### config.mk
export PLATFORM = sky130hd
export DESIGN_NAME = div_unit
export DESIGN_NICKNAME = d
export VERILOG_FILES = /design/src/rtl/div_unit.sv
export SDC_FILE = /design/constraint.sdc
export NUM_CORES = 1
export LEC_CHECK = 0
export ABC_AREA = 1
export CAP_MARGIN = 20
export CORE_UTILIZATION = 26
export CTS_BUF_LIST = sky130_fd_sc_hd__clkbuf_2
export CTS_CLUSTER_DIAMETER = 50
export DETAILED_ROUTE_END_ITERATION = 6
export GPL_TIMING_DRIVEN = 0
export HOLD_SLACK_MARGIN = 0.12
export SYNTH_ARGS = -nofsm -noshare
export SYNTH_HDL_FRONTEND = slang
export SYNTH_SLANG_ARGS = --single-unit
### constraint.sdc
create_clock -name clk -period 3.37 [get_ports clk]
set_input_delay 0.5055 -clock clk [delete_from_list [all_inputs] [get_ports clk]]
set_output_delay 0.5055 -clock clk [all_outputs]
set_load 0.01 [all_outputs]
### src/rtl/div_unit.sv
// div_unit: sequential unsigned restoring divider (2*DATA_WIDTH / DATA_WIDTH), one quotient bit per clock.
// Latency: out_valid rises 2*DATA_WIDTH edges after the accept edge (after the accept edge itself for divisor 0 when DIV_UNIT_DBZ_EN is defined).
// Backpressure: in_ready only in IDLE; the result is held in DONE until out_ready, and no new operands are taken on the handshake edge.
module div_unit #(
    parameter int DATA_WIDTH = 16
) (
    input  logic                    clk,
    input  logic                    rst,
    input  logic                    in_valid,
    output logic                    in_ready,
    input  logic [2*DATA_WIDTH-1:0] dividend,
    input  logic [DATA_WIDTH-1:0]   divisor,
    output logic                    out_valid,
    input  logic                    out_ready,
    output logic [2*DATA_WIDTH-1:0] quotient,
    output logic [DATA_WIDTH-1:0]   remainder,
    output logic                    dbz
);

    localparam int DW  = DATA_WIDTH;
    localparam int DW2 = 2 * DATA_WIDTH;
    localparam int CW  = $clog2(DW2 + 1);

    typedef enum logic [1:0] {IDLE, BUSY, DONE} state_t;

    state_t          state_q, state_d;
    // a_q shifts dividend bits out of the top while quotient bits enter at the bottom
    logic [DW2-1:0]  a_q, a_d;
    logic [DW-1:0]   b_q, b_d;
    logic [DW-1:0]   rem_q, rem_d;
    logic [CW-1:0]   cnt_q, cnt_d;
    logic            in_ready_q, in_ready_d;
    logic            out_valid_q, out_valid_d;
    logic [DW2-1:0]  quot_q, quot_d;
    logic [DW-1:0]   remo_q, remo_d;
    logic            dbz_q, dbz_d;

    logic            accept;
    logic            res_take;
    logic            div_zero;
    logic            last_iter;
    logic [DW:0]     trial;
    logic [DW:0]     diff;
    logic [DW:0]     rem_next;
    logic            ge;
    logic            unused_rem_msb;

    assign accept    = in_valid && in_ready_q;
    assign res_take  = out_valid_q && out_ready;
    assign last_iter = (cnt_q == CW'(1));

`ifdef DIV_UNIT_DBZ_EN
    assign div_zero = (divisor == '0);
`else
    assign div_zero = 1'b0;
`endif

    // W+1-bit partial remainder: previous remainder shifted left with the next dividend MSB
    assign trial    = {rem_q, a_q[DW2-1]};
    assign ge       = (trial >= {1'b0, b_q});
    assign diff     = trial - {1'b0, b_q};
    assign rem_next = ge ? diff : trial;
    // Top bit only matters for the compare of the current step; it never reaches the next trial or the result
    assign unused_rem_msb = rem_next[DW];

    // State register
    always_ff @(posedge clk) begin
        if (rst) state_q <= IDLE;
        else     state_q <= state_d;
    end

    // Next-state logic
    always_comb begin
        state_d = state_q;
        case (state_q)
            IDLE:    if (accept)    state_d = div_zero ? DONE : BUSY;
            BUSY:    if (last_iter) state_d = DONE;
            DONE:    if (res_take)  state_d = IDLE;
            default:                state_d = IDLE;
        endcase
    end

    // Output flags are registered copies of the upcoming state
    always_comb begin
        in_ready_d  = (state_d == IDLE);
        out_valid_d = (state_d == DONE);
    end

    // Datapath next-state: operand capture, one restoring step per BUSY cycle, result latch
    always_comb begin
        a_d    = a_q;
        b_d    = b_q;
        rem_d  = rem_q;
        cnt_d  = cnt_q;
        quot_d = quot_q;
        remo_d = remo_q;
        dbz_d  = dbz_q;
        case (state_q)
            IDLE: begin
                if (accept) begin
                    a_d   = dividend;
                    b_d   = divisor;
                    rem_d = '0;
                    cnt_d = CW'(DW2);
                    if (div_zero) begin
                        quot_d = '1;
                        remo_d = dividend[DW-1:0];
                        dbz_d  = 1'b1;
                    end
                end
            end
            BUSY: begin
                a_d   = {a_q[DW2-2:0], ge};
                rem_d = rem_next[DW-1:0];
                cnt_d = cnt_q - CW'(1);
                if (last_iter) begin
                    quot_d = {a_q[DW2-2:0], ge};
                    remo_d = rem_next[DW-1:0];
                    dbz_d  = 1'b0;
                end
            end
            default: ;
        endcase
    end

    // Datapath and output registers; reset drops any in-flight operation
    always_ff @(posedge clk) begin
        if (rst) begin
            a_q         <= '0;
            b_q         <= '0;
            rem_q       <= '0;
            cnt_q       <= '0;
            in_ready_q  <= 1'b0;
            out_valid_q <= 1'b0;
            quot_q      <= '0;
            remo_q      <= '0;
            dbz_q       <= 1'b0;
        end else begin
            a_q         <= a_d;
            b_q         <= b_d;
            rem_q       <= rem_d;
            cnt_q       <= cnt_d;
            in_ready_q  <= in_ready_d;
            out_valid_q <= out_valid_d;
            quot_q      <= quot_d;
            remo_q      <= remo_d;
            dbz_q       <= dbz_d;
        end
    end

    assign in_ready  = in_ready_q;
    assign out_valid = out_valid_q;
    assign quotient  = quot_q;
    assign remainder = remo_q;
    assign dbz       = dbz_q;

endmodule
==> results.cfg <==
[status]
outcome = finished, final reports clean

[clocking]
clk_latency_ns = 0.71
ctsHtreeMaxLevel = 4
hold_buffers = 0
cts_buffer_depth = 2
post_cts_buffers = 0
cts-resized-gates = 0
cts_sinks = 122
cts_inserted_buffers = 17
cts_root_buffer = clkbuf_2
cts_tree = done
path_clk_slew_ns = 0.24

[global_routing]
antenna_found_initial = 1
grt_max_degree = 17
grt-ovfl-total = 0
grt_util_all_layers_pct = 15.5
grt_pass1_wl_mm = 28.7
grt_pass1_vias = 5528

[synthesis]
ys_types = 39
synth_nets = 914
syn_area_mm2 = 0.00599
ys_ff_latch = 122
post-synth-top-count-cell = nand2_1
ys_top_cells_by_count = 202 x nand2_1, 122 x dfxtp_1, 110 x nor2_1, 83 x inv_1, 60 x o21ai_0
avgSynthCellArea_um2 = 7.10
synthArstFlopShare_pct = 0
netlist_instances = 843
ys_warn_count = 0
synth_top_area_share_pct = 40.8
ys_seq_area_share_pct = 40.8
yosys.area.top_type = dfxtp_1
ys.flop_type = dfxtp_1
synth.area.top_cells = dfxtp_1 41%, nand2_1 13%, nor2_1 6.9%
synth_edf_count = 0

[worst_setup_path]
crit_arrival_ns = 2.83
worst_setup_path_end_kind = register
max_stage_delay_ns = 0.43
worstSetupPathType = reg2reg
path_max_fanout = 4
crit_top_cell = nand2_1
start_kind = register
slowest_stage = fa_1
path_cells = inv_1, ha_1, inv_1, fa_1, nand3_1, nand3_1, nand2_1, nand2_1, nand2_1, nand3_1, nand2_1, nand2_1, nand2_1, nand2_1, nand2_1, inv_1
critPathRequiredTime_ns = 4.00

[timing]
hold_viol = 0
rsz0062_at_grt = no
drv_slew = 0
clock.fmax_mhz = 454
fin_crit_ns = 2.20
tightest_slew_ns = 0.647
setup_tns_ns = 0
fin_skew_ns = 0.0432
max-slew-margin-rel_pct = 56.9
fin_crit_sh_pct = 65.4
finalSetupViolCount = 0

[floorplanning]
die_w_um = 154
coreArea_mm2 = 0.0226
rows = 55
die_area_mm2 = 0.0236
initial_core_util_pct = 26.5
die_y_um = 154
ioPinCount = 103

[final_layout]
multi_input_area_mm2 = 0.00297
register_area_mm2 = 0.00244
n_antenna_cell = 0
synthToLayoutAreaGrowth_pct = 26.8
fill_cells = 2434
fin_cells = 1260
drive_gt1_share_pct = 10.4
num-nets-final = 1033
fin_util_pct = 33.5

[placed_design]
dp.cells = 1228
routabilityCongestion = 0.905
io_buffers = 100
dpl.hpwl_mm = 13.3

[min_path]
hold_class = in2reg

[route]
vias = 5557
avgViaCountPerCell = 4.41
drt-wirelength-per-cell_um = 13.9
first_pass_iters = 5
drc = 0
wl_mm = 17.5
first_iter_violations = 278
ant_nets = 0

[flow_run]
maxCapViolCount = 0

[pwr]
irDropWorstVdd_mv = 0.462
finalPower_w = 0.00544
leakagePower_nw = 3.28
powerDensity_mw_per_mm2 = 717
==> power by group <==
| group | switching, W | leakage (nW) | total [W] | internal (W) |
|---|---|---|---|---|
| registers | 0.0000844 | 0.990 | 0.00164 | 0.00155 |
| logic | 0.00178 | 2.15 | 0.00280 | 0.00102 |
| clock network | 0.000650 | 0.138 | 0.00100 | 0.000352 |
| total | 0.00252 | 3.28 | 0.00544 | 0.00292 |
==> state kept, by name, indices dropped and copies added (netlist names) <==
name       count
a_q           32
quotient      32
b_q           16
rem_q         16
remainder     16
cnt_q          6
state_q        2
in_ready       1
out_valid      1
==> worst paths after layout <==
kind                     start       endpoint  slack, ns  cells past startpoint
setup / recovery       a_q[31]  remainder[14]       1.17                     16
hold reg to reg         b_q[4]         b_q[4]       0.48                      2
hold / removal    dividend[12]        a_q[12]       0.33                      3
setup reg to reg       a_q[31]  remainder[14]       1.17                     16
==> logic make-up (layout without fill, tap and decap cells) <==
group / after synthesis / after routing / share of synthesized area (%)
AOI/OAI and AO/OA: 164 / 164 / 15.5
xor gates and xnor gates: 7 / 7 / 1.02
adders and majority gates: 19 / 19 / 4.09
buffers and inverters: 131 / 263 / 9.63
DFF: 122 / 122 / 40.8
other: 1 / 1 / 0.0626
and+or+nand+nor: 399 / 399 / 28.9
==> layout make-up <==
class	instances	area share, %
multi-input combinational	590	39.1
sequential	122	32.2
timing repair buffer	100	13.2
tap	285	4.70
inverter	87	4.30
buffer	44	3.29
clock inverter	15	2.14
clock buffer	17	1.12
==> cells in the final DEF, fill, tap and decap left out, drive strengths merged, types with 5 or more instances in the layout <==
cell type	count
nand2	235
dfxtp	122
nor2	115
clkdlybuf4s50	100
inv	92
o21ai	70
a21oi	55
clkbuf	47
nand3	35
a31oi	25
ha	18
buf	14
a22oi	7
nand3b	5
a21o	5
==> metal layers <==
| metal | part of all wire (%) | global-route usage, % | vias to the layer above |
|---|---|---|---|
| met2 | 44 | 24.7 | 121 |
| met5 | 0 | 0 | - |
| met3 | 7.5 | 6.26 | 9 |
| li1 | - | - | 2942 |
| met4 | 0.64 | 3.14 | 0 |
| met1 | 47 | 19.5 | 2485 |
==> critical path, delay by kind of cell (launching register included) <==
kind | cells | cell delay, ns
DFF | 1 | 0.36
adders and majority gates | 2 | 0.58
buffers and inverters | 3 | 0.21
and+or+nand+nor | 11 | 0.97
==> through the flow <==
stage | hold slack (ns) | area [um2] | worst slack, ns
6_report | 0.329 | 7590 | 1.17
5_1_grt | 0.255 | 7590 | 0.838
4_1_cts | 0.271 | 7590 | 1.13
3_5_place_dp | 0.456 | 7350 | 0.850
3_3_place_gp | 0.457 | 7350 | 0.883
2_1_floorplan | 0.435 | 5990 | 1.52
Note: power is estimated with default switching activity, not from simulation.
